--- config.mk ---
export PLATFORM = sky130hd
export DESIGN_NAME = receiver
export DESIGN_NICKNAME = d
export VERILOG_FILES = /design/src/rtl/receiver.sv
export SDC_FILE = /design/constraint.sdc
export NUM_CORES = 1
export LEC_CHECK = 0
export CAP_MARGIN = 20
export CORE_MARGIN = 4
export CORE_UTILIZATION = 30
export DETAILED_ROUTE_END_ITERATION = 8
export PLACE_DENSITY = 0.61
export REMOVE_ABC_BUFFERS = 1
export SLEW_MARGIN = 30
export SYNTH_ARGS = -nofsm -noshare
export SYNTH_HDL_FRONTEND = slang
export SYNTH_SLANG_ARGS = --single-unit
--- constraint.sdc ---
create_clock -name clk -period 1.6 [get_ports clk]
set_input_delay 0.16 -clock clk [delete_from_list [all_inputs] [get_ports clk]]
set_output_delay 0.16 -clock clk [all_outputs]
set_load 0.02 [all_outputs]
--- src/rtl/receiver.sv ---
// UART receive path for the 8N1 serial link driven by the matching transmitter.
// The input is oversampled at the system clock. Each frame is sampled at mid-bit
// and every good byte is announced with a single-cycle rx_valid pulse.
// Optional feature macro: RX_PARITY_EN adds an even-parity bit after the data
// bits and a parity_err output. Without it the link is plain 8N1.
`timescale 1ns/1ps

module receiver #(
  parameter int CLKS_PER_BIT = 16,
  parameter int DATA_BITS    = 8
) (
  input  logic                 clk,
  input  logic                 rst,
  input  logic                 rx_in,
  output logic [DATA_BITS-1:0] data,
  output logic                 rx_valid,
  output logic                 frame_err
`ifdef RX_PARITY_EN
  ,
  output logic                 parity_err
`endif
);

  localparam int CW = $clog2(CLKS_PER_BIT);
  localparam logic [CW-1:0] HALF_LAST = CW'(CLKS_PER_BIT / 2 - 1);
  localparam logic [CW-1:0] FULL_LAST = CW'(CLKS_PER_BIT - 1);
  localparam logic [2:0]    LAST_IDX  = 3'(DATA_BITS - 1);

`ifdef RX_PARITY_EN
  typedef enum logic [2:0] {IDLE, START, DATA, PARITY, STOP, WAIT_IDLE} state_t;
`else
  typedef enum logic [2:0] {IDLE, START, DATA, STOP, WAIT_IDLE} state_t;
`endif

  state_t               state;
  logic [CW-1:0]        cnt;
  logic [2:0]           idx;
  logic [DATA_BITS-1:0] shift_reg;
  logic                 rx_meta;
  logic                 rx_s;
`ifdef RX_PARITY_EN
  logic                 par_bad;
`endif

  // Two-flop synchroniser; resets to the idle (high) line level.
  always_ff @(posedge clk) begin
    if (rst) begin
      rx_meta <= 1'b1;
      rx_s    <= 1'b1;
    end else begin
      rx_meta <= rx_in;
      rx_s    <= rx_meta;
    end
  end

  // Frame recovery FSM with registered data and single-cycle status pulses.
  always_ff @(posedge clk) begin
    if (rst) begin
      state      <= IDLE;
      cnt        <= '0;
      idx        <= '0;
      shift_reg  <= '0;
      data       <= '0;
      rx_valid   <= 1'b0;
      frame_err  <= 1'b0;
`ifdef RX_PARITY_EN
      parity_err <= 1'b0;
      par_bad    <= 1'b0;
`endif
    end else begin
      rx_valid   <= 1'b0;
      frame_err  <= 1'b0;
`ifdef RX_PARITY_EN
      parity_err <= 1'b0;
`endif
      case (state)
        IDLE: begin
          if (!rx_s) begin
            state <= START;
            cnt   <= '0;
            idx   <= '0;
          end
        end
        START: begin
          if (cnt == HALF_LAST) begin
            cnt   <= '0;
            state <= rx_s ? IDLE : DATA;
          end else begin
            cnt <= cnt + CW'(1);
          end
        end
        DATA: begin
          if (cnt == FULL_LAST) begin
            cnt            <= '0;
            shift_reg[idx] <= rx_s;
            if (idx == LAST_IDX) begin
`ifdef RX_PARITY_EN
              state <= PARITY;
`else
              state <= STOP;
`endif
            end else begin
              idx <= idx + 3'd1;
            end
          end else begin
            cnt <= cnt + CW'(1);
          end
        end
`ifdef RX_PARITY_EN
        PARITY: begin
          if (cnt == FULL_LAST) begin
            cnt     <= '0;
            par_bad <= (rx_s != (^shift_reg));
            state   <= STOP;
          end else begin
            cnt <= cnt + CW'(1);
          end
        end
`endif
        STOP: begin
          if (cnt == FULL_LAST) begin
            cnt <= '0;
            if (rx_s) begin
`ifdef RX_PARITY_EN
              if (par_bad) begin
                parity_err <= 1'b1;
              end else begin
                data     <= shift_reg;
                rx_valid <= 1'b1;
              end
`else
              data     <= shift_reg;
              rx_valid <= 1'b1;
`endif
              state <= IDLE;
            end else begin
              frame_err <= 1'b1;
              state     <= WAIT_IDLE;
            end
          end else begin
            cnt <= cnt + CW'(1);
          end
        end
        WAIT_IDLE: begin
          if (rx_s) begin
            state <= IDLE;
          end
        end
        default: begin
          state <= IDLE;
          cnt   <= '0;
        end
      endcase
    end
  end

endmodule
## Yosys cells after proc, flatten, opt, wreduce, memory -nomap -nowiden

Index checks and enable logic that the tools add are counted.

| storage, ports and cells | value |
|---|---|
| bits in registers | 30 |
| latch bits | 0 |
| RAM bits | 0 |
| ROM bits | 0 |
| input port bits | 3 |
| output and inout bits | 10 |
| word-level logic and storage cells | 62 |
| memories kept | 0 |

| cells by class | value |
|---|---|
| add/subtract/negate cells | 2 |
| multiply operators | 0 |
| divide/modulo/power cells | 0 |
| $lt $le $gt $ge | 2 |
| eq/ne operators | 14 |
| shift operators | 0 |
| multiplexer cells | 22 |
| bitwise gates (word level) | 3 |
| reduce and logical (&&, ||, !) cells | 10 |

Operator list:

| operator | number |
|---|---|
| two-way mux 3 bit | 10 |
| one-hot mux 4 bit (4 select lines) | 1 |
| one-hot mux 3 bit (5 select lines) | 1 |
| inequality test 2 bit (second input constant) | 7 |
| two-way mux 4 bit | 3 |
| bitwise mux 8 bit | 1 |
| == test 3 x 2 -> 1 bit (second input constant) | 2 |
| == test 3 bit (second input constant) | 2 |
| one-hot mux 3 bit (2 select lines) | 1 |
| AND reduction 6 bit | 1 |
| adder 4 x 1 -> 4 bit (second input constant) | 1 |
| == test 4 x 3 -> 1 bit (second input constant) | 1 |
| == test 4 bit (second input constant) | 1 |
| < comparator 3 x 4 -> 1 bit (second input constant) | 1 |
| AND reduction 2 bit | 2 |
| AND reduction 4 bit | 1 |
| adder 3 x 1 -> 3 bit (second input constant) | 1 |
| demux 1 bit (select 3 bit) | 1 |
| == test 3 x 1 -> 1 bit (second input constant) | 1 |
| >= comparator 3 x 1 -> 1 bit (second input constant) | 1 |
| zero test 3 bit | 1 |
| two-way mux 1 bit | 3 |
| inverter 1 bit | 3 |
| AND reduction 3 bit | 1 |
| 5 further kinds | 5 |

## Depth between registers and ports, before layout

Gate-level depths: netlist of run 1.

| logic depth | value |
|---|---|
| depth after elaboration | 5 |
| mapped depth | 6 |
| gate-level depth less buffers | 6 |

## Least setup slack after synthesis of run 1

No wires, ideal clock.

| path | value |
|---|---|
| path type | flip-flop to flip-flop |
| start | reg idx[1] |
| end | reg idx[0] |
| setup time | 0.126 ns |
| arrival | 1.471 ns |
| required time | 1.474 ns |
| slack | 0.003 ns |
| stages on the path, launching flop included | 7 |
| buffers on the path | 0 |
| period minus slack after synthesis | 1.597 ns |
| cells stage by stage | dfxtp_1 > ha_1 > ha_1 > nand4b_1 > mux2_1 > a22oi_1 > nor2_1 |

| between the ends | value |
|---|---|
| cells in the longest elaborated chain, start to end | 3 |

Ends and longest elaborated chain:

| what | RTL line | RTL |
|---|---|---|
| from (decl) | 37 | `logic [2:0] idx;` |
| from (signal assigned) | 103 | `idx <= idx + 3'd1;` |
| == test 3 bit | 96 | `if (idx == LAST_IDX) begin` |
| inequality test 2 bit (no source line) | -- |  |
| AND reduction 4 bit (no source line) | -- |  |

Every way passes these cells.
A chain may end at the register's enable or synchronous reset.

## Worst setup path after layout of run 1

Same ends and word-level chain as after synthesis.

==> metrics.txt, run 1 <==
# TYPE chip_impl_metric gauge
chip_impl_info{name="run_status",value="complete, no violations"} 1
chip_impl_metric{name="dp_hpwl",unit="µm"} 1880
chip_impl_metric{name="fmax",unit="MHz"} 634
chip_impl_metric{name="post_synth_xor_area_fraction",unit=""} 0.0130
chip_impl_metric{name="total_leakage_power",unit="nW"} 0.622
chip_impl_info{name="main_combinational_cell_family_by_area_after_synthesis",value="simple AND/OR/NAND/NOR gates"} 1
chip_impl_metric{name="worst_ir_drop_vdd",unit="mV"} 0.371
chip_impl_metric{name="maxCapViolations",unit=""} 0
chip_impl_metric{name="global_route_wire_length_before_repair",unit="µm"} 4500
chip_impl_info{name="cts_tree",value="done"} 1
chip_impl_metric{name="detail_route.wl_per_cell",unit="µm"} 13.9
chip_impl_metric{name="grt_antenna_before_repair",unit=""} 0
chip_impl_metric{name="finalClockSkew",unit="ps"} 9.92
chip_impl_metric{name="start_util",unit=""} 0.309
chip_impl_metric{name="cts_buffers",unit=""} 5
chip_impl_metric{name="synth_area",unit="µm²"} 1350
chip_impl_metric{name="postLayoutSetupSlackWorst",unit="ps"} 23.4
chip_impl_metric{name="synth-async-reset-ratio",unit=""} 0
chip_impl_metric{name="row_count",unit=""} 24
chip_impl_metric{name="postCtsHoldBufs",unit=""} 0
chip_impl_metric{name="worst_path_required_time",unit="ps"} 1760
chip_impl_info{name="synth_top_area_cell",value="dfxtp_1"} 1
chip_impl_metric{name="synth_seq_cells",unit=""} 30
chip_impl_metric{name="finalSetupViolCount",unit=""} 0
chip_impl_info{name="cts.root.buffer_cell",value="clkbuf_8"} 1
chip_impl_info{name="timing_worst_setup_path_type",value="register to register"} 1
chip_impl_metric{name="crit_arrival",unit="ps"} 1740
chip_impl_metric{name="synth.area.mux_share",unit=""} 0.135
chip_impl_metric{name="route.vias.total",unit=""} 1087
chip_impl_metric{name="grt.total_usage",unit=""} 0.109
chip_impl_metric{name="worst_hold_slack_after_final_layout",unit="ps"} 409
chip_impl_metric{name="final_worst_path_cycle_share",unit=""} 0.985
chip_impl_metric{name="cts.clk_slew.worst_paths",unit="ps"} 50
chip_impl_metric{name="htree_levels",unit=""} 2
chip_impl_metric{name="drt_first_pass_iters",unit=""} 4
chip_impl_metric{name="globalRouteOverflowTotal",unit=""} 0
chip_impl_metric{name="synth_edf_count",unit=""} 0
chip_impl_metric{name="post-synth-top-area-fraction",unit=""} 0.446
chip_impl_info{name="synth_top_cells_by_area",value="dfxtp_1, mux2i_1, nor2_1"} 1
chip_impl_metric{name="num_antenna_cells",unit=""} 0
chip_impl_metric{name="post_synth_inst_count",unit=""} 138
chip_impl_metric{name="vias_in_the_first_global_route",unit=""} 991
chip_impl_metric{name="period_minus_slack",unit="ps"} 1580
chip_impl_metric{name="num-fill-cells",unit=""} 419
chip_impl_metric{name="floorplan.io_pins",unit=""} 13
chip_impl_metric{name="route.detailed.drc",unit=""} 0
chip_impl_metric{name="pin_count_of_the_biggest_net_entering_global_routing",unit=""} 31
chip_impl_info{name="crit_path_end_kind",value="register"} 1
chip_impl_metric{name="yosys_warnings",unit=""} 0
chip_impl_info{name="hp-class",value="register to register"} 1
chip_impl_metric{name="first_iter_violations",unit=""} 32
chip_impl_metric{name="design.core.area",unit="µm²"} 4350
chip_impl_metric{name="drt-total-wl",unit="µm"} 2890
chip_impl_metric{name="cp_max_fo",unit=""} 3
chip_impl_metric{name="synth_simple_gate_area_share",unit=""} 0.234
chip_impl_metric{name="power.density",unit="nW/µm²"} 823
chip_impl_metric{name="finalNetCount",unit=""} 163
chip_impl_metric{name="slew_headroom",unit=""} 0.725
chip_impl_metric{name="tritoncts_num_sinks",unit=""} 30
chip_impl_metric{name="hold_viol",unit=""} 0
chip_impl_metric{name="synth_sequential_area_ratio",unit=""} 0.446
chip_impl_metric{name="cts_setup_buffers",unit=""} 0
chip_impl_metric{name="netlist-cell-type-count",unit=""} 37
chip_impl_info{name="postSynth.topFlopCell",value="dfxtp_1"} 1
chip_impl_metric{name="detailedPlace.worstSlack",unit="ps"} 22.3
chip_impl_metric{name="maxSlewViolCount",unit=""} 0
chip_impl_metric{name="route.detailed.vias_per_inst",unit=""} 5.23
chip_impl_metric{name="synth_adder_area_share",unit=""} 0.0279
chip_impl_metric{name="area.growth.synth_to_final",unit="%"} 25.6
chip_impl_metric{name="worstSkewPairLatency",unit="ps"} 280
chip_impl_metric{name="number_of_antenna_violating_nets_in_the_routed_design",unit=""} 0
chip_impl_metric{name="worst-slew-pin-transition",unit="ps"} 413
chip_impl_info{name="crit_path_start_kind",value="register"} 1
chip_impl_metric{name="drive_above_1_share",unit=""} 0.212
chip_impl_metric{name="buffer_ports.inserted",unit=""} 12
chip_impl_metric{name="gp_congestion",unit=""} 0.820
chip_impl_metric{name="die-area",unit="µm²"} 5620
chip_impl_metric{name="floorplan.die.width",unit="µm"} 75.0
chip_impl_info{name="rsz0062_at_grt",value="yes"} 1
chip_impl_metric{name="synth.avg_cell_area",unit="µm²"} 9.76
chip_impl_metric{name="synth_compound_area_frac",unit=""} 0.0892
chip_impl_metric{name="die-height",unit="µm"} 75.0
chip_impl_metric{name="cts-root-to-sink-buffers",unit=""} 2
[synthesized netlist by cell type, types with 2 or more instances]
| cell | number |
|---|---|
| a21oi_1 | 3 |
| a22o_1 | 2 |
| a22oi_1 | 3 |
| buf_2 | 2 |
| buf_4 | 4 |
| clkbuf_1 | 4 |
| dfxtp_1 | 30 |
| ha_1 | 3 |
| inv_1 | 2 |
| mux2i_1 | 17 |
| nand2_1 | 6 |
| nand3_1 | 2 |
| nand3b_1 | 2 |
| nand4b_1 | 2 |
| nor2_1 | 25 |
| nor3_1 | 7 |
| nor4_2 | 2 |
| o21ai_0 | 2 |
| or2_2 | 2 |
[area by class of cell]
cell class                 instances  area [µm²]  share of cell area
multi-input combinational         95         717               0.424
sequential                        30         603               0.357
timing repair buffer              23         215               0.127
clock buffer                       6        82.6              0.0489
tap                               52        65.1              0.0385
inverter                           2        7.51             0.00444
[stage by stage]
stage / utilization / power [W] / instance area, µm² / TNS, ps / std cells
global route: 0.388 / 0.00145 / 1690 / -64.7 / 208
global placement: 0.358 / 0.000813 / 1560 / 0 / 202
finish: 0.388 / 0.00139 / 1690 / 0 / 208
CTS: 0.377 / 0.00140 / 1640 / 0 / 208
floorplan: - / 0.000787 / 1280 / -727 / 127
detailed placement: 0.358 / 0.000814 / 1560 / 0 / 202
[power breakdown]
part / leakage, nW / internal [W] / total (W) / switching, W
combinational: 0.336 / 0.0000192 / 0.0000434 / 0.0000242
clock: 0.0431 / 0.000331 / 0.000592 / 0.000261
sequential: 0.243 / 0.000751 / 0.000756 / 0.00000534
[logic make-up (layout without fill, tap and decap cells)]
| logic type | after synthesis | count (layout) |
|---|---|---|
| buffers and inverters | 13 | 31 |
| adder cells (fa/ha/maj) | 3 | 3 |
| multiplexers | 18 | 18 |
| AND/OR/NAND/NOR | 56 | 56 |
| XOR/XNOR | 2 | 2 |
| flip-flops | 30 | 30 |
| AO/OA/AOI/OAI | 16 | 16 |
[what timing repair did]
| action | 4_1_cts | 5_1_grt |
|---|---|---|
| endpoints found under the hold margin | 0 | 0 |
| resized for setup | 0 | 12 |
| endpoints found under the setup margin | 0 | 11 |
[critical path, stage by stage, from the launching register on]
cell      delay (ps)
dfxtp_2          330
ha_4             160
ha_4             150
nand4b_1         260
mux2_4           360
a22oi_2          140
nor2_1            60
[path summary, 6_finish.rpt]
check / from / endpoint / slack, ps / cells after the start
setup / recovery: idx[1] / idx[0] / 20 / 6
setup reg to reg: idx[1] / idx[0] / 20 / 6
hold reg to reg: rx_meta / rx_s / 410 / 1
hold / removal: rx_meta / rx_s / 410 / 1
[layout by cell type, fill, tap and decap left out, types with 2 or more instances in the layout]
cell | synthesis | layout
nor4_2 | 2 | 2
a21oi_1 | 3 | 2
clkdlybuf4s50_1 | 0 | 12
dfxtp_1 | 30 | 28
buf_4 | 4 | 10
nand3b_1 | 2 | 2
mux2i_1 | 17 | 17
dfxtp_2 | 0 | 2
nand4b_1 | 2 | 2
nor2_1 | 25 | 25
nand2_1 | 6 | 6
a22oi_1 | 3 | 2
or2_2 | 2 | 2
o21ai_1 | 1 | 2
nand3_1 | 2 | 2
a22o_1 | 2 | 2
inv_1 | 2 | 2
ha_4 | 0 | 2
nor3_1 | 7 | 6
clkbuf_8 | 0 | 6
[routing by layer]
layer | track usage | vias up | part of all wire
met5 | 0 | - | 0
met3 | 0.0374 | 13 | 0.047
met4 | 0.0711 | 0 | 0.048
met1 | 0.121 | 516 | 0.40
li1 | - | 519 | -
met2 | 0.176 | 39 | 0.50
(Power assumes the default switching activity.)
==> run 2: changes to the inputs <==
- GPL_TIMING_DRIVEN: unset -> 0
==> run 2 against run 1 <==
Maximum frequency down 0.59%; sequential power is essentially flat; sequential cell count unchanged; cell area rose by 1.0%; worst hold slack got worse by 61 ps; power up 8.0%; global-route usage increased by 0.092 points; non-clock buffer count shrank 5; count of clock-buffer cells in the layout is 2 higher; sequential share of layout area rose by 0.22 points; die area unchanged; critical path depth is the same; highest routed layer unchanged.
==> metrics.txt, run 2 (synthesized netlist as in run 1, its figures left out) <==
# TYPE chip_impl_metric gauge
chip_impl_metric{name="worst_path_required_time",unit="ps"} 1750
chip_impl_metric{name="finalSetupViolCount",unit=""} 0
chip_impl_metric{name="die-height",unit="µm"} 75.0
chip_impl_metric{name="maxCapViolations",unit=""} 0
chip_impl_info{name="crit_path_end_kind",value="register"} 1
chip_impl_metric{name="post-place-cells",unit=""} 191
chip_impl_info{name="hold_path_startpoint",value="rst"} 1
chip_impl_metric{name="detail_route.wl_per_cell",unit="µm"} 13.8
chip_impl_metric{name="fmax",unit="MHz"} 631
chip_impl_metric{name="path_depth",unit=""} 6
chip_impl_metric{name="dp_hpwl",unit="µm"} 1650
chip_impl_metric{name="worstSkewPairLatency",unit="ps"} 290
chip_impl_metric{name="multi_input_gate_area",unit="µm²"} 752
chip_impl_info{name="hp-class",value="input port to register"} 1
chip_impl_info{name="r2r-end",value="idx[0]"} 1
chip_impl_metric{name="sequential_cell_area",unit="µm²"} 613
chip_impl_metric{name="finish.cell_count_without_fillers",unit=""} 205
chip_impl_metric{name="crit_arrival",unit="ps"} 1740
chip_impl_metric{name="pin_count_of_the_biggest_net_entering_global_routing",unit=""} 31
chip_impl_metric{name="cp_max_fo",unit=""} 3
chip_impl_metric{name="tritoncts_num_sinks",unit=""} 30
chip_impl_metric{name="first_iter_violations",unit=""} 30
chip_impl_metric{name="setup.reg_to_reg.worst_slack",unit="ps"} 10
chip_impl_metric{name="maxSlewViolCount",unit=""} 0
chip_impl_metric{name="num_antenna_cells",unit=""} 0
chip_impl_metric{name="num-fill-cells",unit=""} 408
chip_impl_metric{name="grt.total_usage",unit=""} 0.110
chip_impl_metric{name="max_stage_delay",unit="ps"} 350
chip_impl_metric{name="final_worst_path_cycle_share",unit=""} 0.991
chip_impl_info{name="critPathCapture",value="idx[0]"} 1
chip_impl_metric{name="die-area",unit="µm²"} 5620
chip_impl_metric{name="slew_headroom",unit=""} 0.629
chip_impl_metric{name="finalClockSkew",unit="ps"} 5.60
chip_impl_metric{name="postCtsHoldBufs",unit=""} 0
chip_impl_metric{name="vias_in_the_first_global_route",unit=""} 1020
chip_impl_metric{name="drive_above_1_share",unit=""} 0.248
chip_impl_info{name="run_status",value="complete, no violations"} 1
chip_impl_info{name="layout.cells.most_common",value="nor2_1"} 1
chip_impl_info{name="timing.critical_path.mode_cell",value="ha_4"} 1
chip_impl_info{name="setup.worst_path.start",value="idx[0]"} 1
chip_impl_metric{name="cts_buffers",unit=""} 5
chip_impl_metric{name="postLayoutCoreUtil",unit=""} 0.392
chip_impl_metric{name="period_minus_slack",unit="ps"} 1590
chip_impl_info{name="cts.root.buffer_cell",value="clkbuf_8"} 1
chip_impl_metric{name="grt_antenna_before_repair",unit=""} 0
chip_impl_metric{name="critical_path_buf_inv_count",unit=""} 0
chip_impl_info{name="path_delay_family",value="flip-flops"} 1
chip_impl_metric{name="cts.clk_slew.worst_paths",unit="ps"} 60
chip_impl_metric{name="global_route_wire_length_before_repair",unit="µm"} 4450
chip_impl_metric{name="htree_levels",unit=""} 2
chip_impl_metric{name="floorplan.io_pins",unit=""} 13
chip_impl_metric{name="worst_hold_slack_after_final_layout",unit="ps"} 347
chip_impl_metric{name="power.density",unit="nW/µm²"} 880
chip_impl_metric{name="design.core.area",unit="µm²"} 4350
chip_impl_metric{name="worstRegToRegCells",unit=""} 6
chip_impl_info{name="mostFrequentLayoutCells",value="nor2_1, dfxtp_1, mux2i_1, clkdlybuf4s50_1, clkbuf_8"} 1
chip_impl_metric{name="floorplan.die.width",unit="µm"} 75.0
chip_impl_info{name="r2r-start",value="idx[0]"} 1
chip_impl_info{name="cts_tree",value="done"} 1
chip_impl_metric{name="globalRouteOverflowTotal",unit=""} 0
chip_impl_metric{name="worst_ir_drop_vdd",unit="mV"} 0.512
chip_impl_metric{name="area.growth.synth_to_final",unit="%"} 26.9
chip_impl_metric{name="route.detailed.drc",unit=""} 0
chip_impl_metric{name="number_of_antenna_violating_nets_in_the_routed_design",unit=""} 0
chip_impl_info{name="timing.critical_path.slowest_stage_cell",value="dfxtp_4"} 1
chip_impl_metric{name="row_count",unit=""} 24
chip_impl_info{name="crit_path_start_kind",value="register"} 1
chip_impl_metric{name="total_leakage_power",unit="nW"} 0.612
chip_impl_metric{name="drt-total-wl",unit="µm"} 2830
chip_impl_metric{name="start_util",unit=""} 0.309
chip_impl_metric{name="route.vias.total",unit=""} 1042
chip_impl_info{name="critical_path.cell_chain",value="ha_4 > ha_4 > nand4b_1 > mux2_4 > a22oi_2 > nor2_1"} 1
chip_impl_metric{name="route.detailed.vias_per_inst",unit=""} 5.08
chip_impl_info{name="timing_worst_setup_path_type",value="register to register"} 1
chip_impl_metric{name="cts-root-to-sink-buffers",unit=""} 2
chip_impl_metric{name="finalNetCount",unit=""} 158
chip_impl_metric{name="buffer_ports.inserted",unit=""} 12
chip_impl_metric{name="gp_congestion",unit=""} 0.789
chip_impl_info{name="rsz0062_at_grt",value="yes"} 1
chip_impl_metric{name="drt_first_pass_iters",unit=""} 4
chip_impl_metric{name="hold_viol",unit=""} 0
chip_impl_metric{name="worst-slew-pin-transition",unit="ps"} 557
## run 2: changes by cell type in the layout (fill, tap and decap cells not counted), sizes merged
cell,previous run,this run
buf,11,7
clkdlybuf4s50,12,11
clkbuf,6,8
## run 2: where the power goes
| part | internal (W) | switching (W) | total (W) |
|---|---|---|---|
| Clock | 0.000434 | 0.000278 | 0.000712 |
| Sequential | 0.000748 | 0.00000725 | 0.000755 |
| Combinational | 0.0000125 | 0.0000232 | 0.0000358 |
| Total | 0.00119 | 0.000308 | 0.00150 |
## run 2: stage by stage
| stage | area [µm²] | TNS (ps) | total power (W) | worst slack (ps) |
|---|---|---|---|---|
| 2_1_floorplan | 1280 | -727 | 0.000787 | -90.9 |
| 3_3_place_gp | 1470 | -6020 | 0.000805 | -441 |
| 3_5_place_dp | 1470 | -6770 | 0.000807 | -487 |
| 4_1_cts | 1670 | 0 | 0.00153 | 4.13 |
| 5_1_grt | 1710 | -65.8 | 0.00156 | -26.9 |
| 6_report | 1710 | 0 | 0.00150 | 14.0 |
## run 2: how the worst min path moves through the flow
| stage | end | slack (ps) | cells past startpoint |
|---|---|---|---|
| finish | data[0] | 350 | 2 |
| global route | shift_reg[7] | 370 | 2 |
| CTS | rx_s | 410 | 1 |
| detailed placement | rx_s | 400 | 1 |
| global placement | rx_s | 390 | 1 |
| floorplan | cnt[3] | 230 | 1 |
## run 2: metal layers
| metal | part of all wire | global-route usage |
|---|---|---|
| met5 | 0 | 0 |
| met4 | 0.032 | 0.0850 |
| met3 | 0.043 | 0.0334 |
| met2 | 0.51 | 0.182 |
| met1 | 0.42 | 0.115 |
## run 2: repair_timing
item | in CTS | in global routing
endpoints found under the setup margin | 21 | 21
gates resized for setup | 13 | 10
pin swaps | 0 | 3
buffers inserted | 6 | 0
## run 2: final cells by class
class                           instances  area share
Multi-Input combinational cell         95       0.440
Sequential cell                        30       0.359
Timing Repair Buffer                   18      0.0938
Clock buffer                            8      0.0645
Tap cell                               52      0.0381
Inverter                                2     0.00440
## run 2: worst register-to-register path: stages (launching register included)
cell	delay, ps
dfxtp_4	350
ha_4	160
ha_4	150
nand4b_1	260
mux2_4	350
a22oi_2	120
nor2_1	60
==> patch: new RTL, config.mk and constraints of run 2 <==
Re-encode `state_t` (5 states) as one-hot, 5 bits wide.
--- a/src/rtl/receiver.sv
+++ b/src/rtl/receiver.sv
@@ -31,3 +31,3 @@
 `else
-  typedef enum logic [2:0] {IDLE, START, DATA, STOP, WAIT_IDLE} state_t;
+  typedef enum logic [4:0] {IDLE = 5'b00001, START = 5'b00010, DATA = 5'b00100, STOP = 5'b01000, WAIT_IDLE = 5'b10000} state_t;
 `endif
Function: no difference found for any inputs over 10 cycles, from zero or initial values and one cycle with rst high; not proved beyond that.
==> patch against run 2 <==
  * The run now ends with negative setup slack left
  * Sequential share of layout area down 4.1 points
  * Area after synthesis up 9.7%
  * First-iteration DRC count rose to 3.2 times the old value
  * Clock skew down 1.3 ps
  * Worst setup slack worse by 250 ps
  * Cell count up 28%
  * Global-route usage up 0.91 points
  * Wire length up 32%
  * Sequential cell count up 2
  * Highest routed layer unchanged
  * Final area up 24%
Power is not compared: it rests on default switching activity, and its combinational part moved more than twofold at a synthesized area within 25%.
==> patch: results (changes against run 2) <==
- Total negative slack: -2181 ps (was 0 ps)
- Signal buf overhead: 14.18% (was 9.377%)
- Largest net degree at the start of global routing: 32 (was 31)
- Inverters: 3 (was 2)
- PortBufs: 12 (unchanged)
- DRT Pass-1 Iters: 4 (unchanged)
- Synth Warn #: 0 (unchanged)
- N_diodes: 0 (unchanged)
- CP Max Fanout: 4 (was 3)
- CTS H-Tree Depth: 2 (unchanged)
- Seq cells: 32 (was 30)
- Commonest cells post-synth: dfxtp_1 (32), nor2_1 (22), mux2i_1 (14) (was dfxtp_1 (30), nor2_1 (25), mux2i_1 (17))
- Fillers: 473 (was 408)
- Worst-case clock buffer depth: 2 (unchanged)
- RePlAce Congestion: 0.7305 (was 0.7891)
- Layout cells sized above 1: 37.44% (was 24.84%)
- DRT iter0 DRCs: 97 (was 30)
- Global Route Usage Sum: 11.87% (was 10.96%)
- Worst hold path type: in2reg (unchanged)
- Place WS: -382.8 ps (was -487.3 ps)
- Max Clock Skew: 4.335 ps (was 5.597 ps)
- Placed cells: 230 (was 191)
- Drt total wl: 3726 um (was 2825 um)
- Leakage: 0.8366 nW
- Largest cells by area after synthesis: dfxtp_1 (43%), mux2i_1 (9.5%), nor2_1 (5.6%), a21oi_1 (3.7%), ha_1 (2.5%) (was dfxtp_1 (45%), mux2i_1 (13%), nor2_1 (7.0%), ha_1 (2.8%), nor3_1 (2.6%))
- Number of non-clock buffers: 35 (was 18)
- Post-DP HPWL: 1799 um (was 1655 um)
- Worst EP arrival: 2010 ps (was 1740 ps)
- Failing checks: negative setup slack
- Vias in the first global route: 1243 (was 1020)
- Sequential-to-total area share from yosys stat: 43.39% (was 44.61%)
- Storage cell area: 670.6 um2 (was 613.1 um2)
- P_sw: 0.0004008 W
- Initial antenna violation count: 0 (unchanged)
- Total combinational power: 0.000165 W
- Grt ovf: 0 (unchanged)
- DP Area: 1622 um2 (was 1465 um2)
- Slew HR: 57.19% (was 62.88%)
- Num CTS Buffers: 5 (unchanged)
- Design Area, Final: 2110 um2 (was 1708 um2)
- Multi-Input Combinational: 117 (was 95)
- Status: complete, but fails checks (was finished, final reports clean)
- Footprint of the multi-input gates: 937.1 um2 (was 752.0 um2)
- WL per Instance: 14.22 um (was 13.78 um)
- Area grow syn2layout: 42.88% (was 26.86%)
- Vias: 1266 (was 1042)
- Cell variety after synth: 39 (was 37)
- Nets@finish: 200 (was 158)
- Clock Buffer Count: 6 (was 8)
- First-pass GRT wire length: 5713 um (was 4450 um)
- Clock net power: 0.000769 W
- Final clock-cell share: 5.101% (was 6.447%)
- Post-Synthesis Cells: 162 (was 138)
- # setup viols final: 19 (was 0)
- PnR worst setup slack: -231.6 ps (was 14.04 ps)
patch: changes by cell type after synthesis, sizes merged, moves of 3 or more:
| cell | change |
|---|---|
| nor3b | +5 |
| nand2 | +4 |
| or3 | +4 |
| nor2 | -3 |
| mux2i | -3 |
| nand3 | +3 |
| a21oi | +8 |
patch: routing by layer:
metal	share of wire (%)	vias to the layer above	global-route usage [%]	wire (um)
li1	-	637	-	-
met1	46	609	14.08	1707
met2	50	14	19.69	1856
met3	3.0	6	4.014	112
met4	1.3	0	4.720	50
met5	0	-	0	0
patch: worst max-delay path, stage by stage (launching register included):
cell and delay [ps]:
dfxtp_4 370, or4b_4 550, or3_4 360, nor3b_4 170, mux2_4 280
patch: final timing paths:
path | slack [ps] | cells past startpoint | to | startpoint
min | 380 | 2 | cnt[0]$_SDFFE_PP0P_ | rst
max reg2reg | -230 | 4 | idx[0]$_SDFFE_PP0P_ | state[1]$_SDFFE_PP0P_
max | -230 | 4 | idx[0]$_SDFFE_PP0P_ | state[1]$_SDFFE_PP0P_
min reg2reg | 410 | 1 | rx_s$_SDFF_PP1_ | rx_meta$_SDFF_PP1_
patch: what timing repair did:
item                                    4_1_cts  5_1_grt
endpoints found under the hold margin         0        0
endpoints found under the setup margin       24       21
pin swaps                                    10        6
gates cloned                                  0        1
setup buffers                                17        6
resized for setup                            37       16
patch: cell families (layout without fill, tap and decap cells):
| kind of cell | count (synthesis) | in the layout | share of synthesized area, % |
|---|---|---|---|
| muxes | 15 | 15 | 10.51 |
| and+or+nand+nor | 70 | 71 | 25.93 |
| xor gates and xnor gates | 2 | 2 | 1.187 |
| buffers and inverters | 14 | 46 | 4.407 |
| DFF | 32 | 32 | 43.39 |
| adders and majority gates | 3 | 3 | 2.543 |
| AOI/OAI and AO/OA | 26 | 26 | 12.03 |
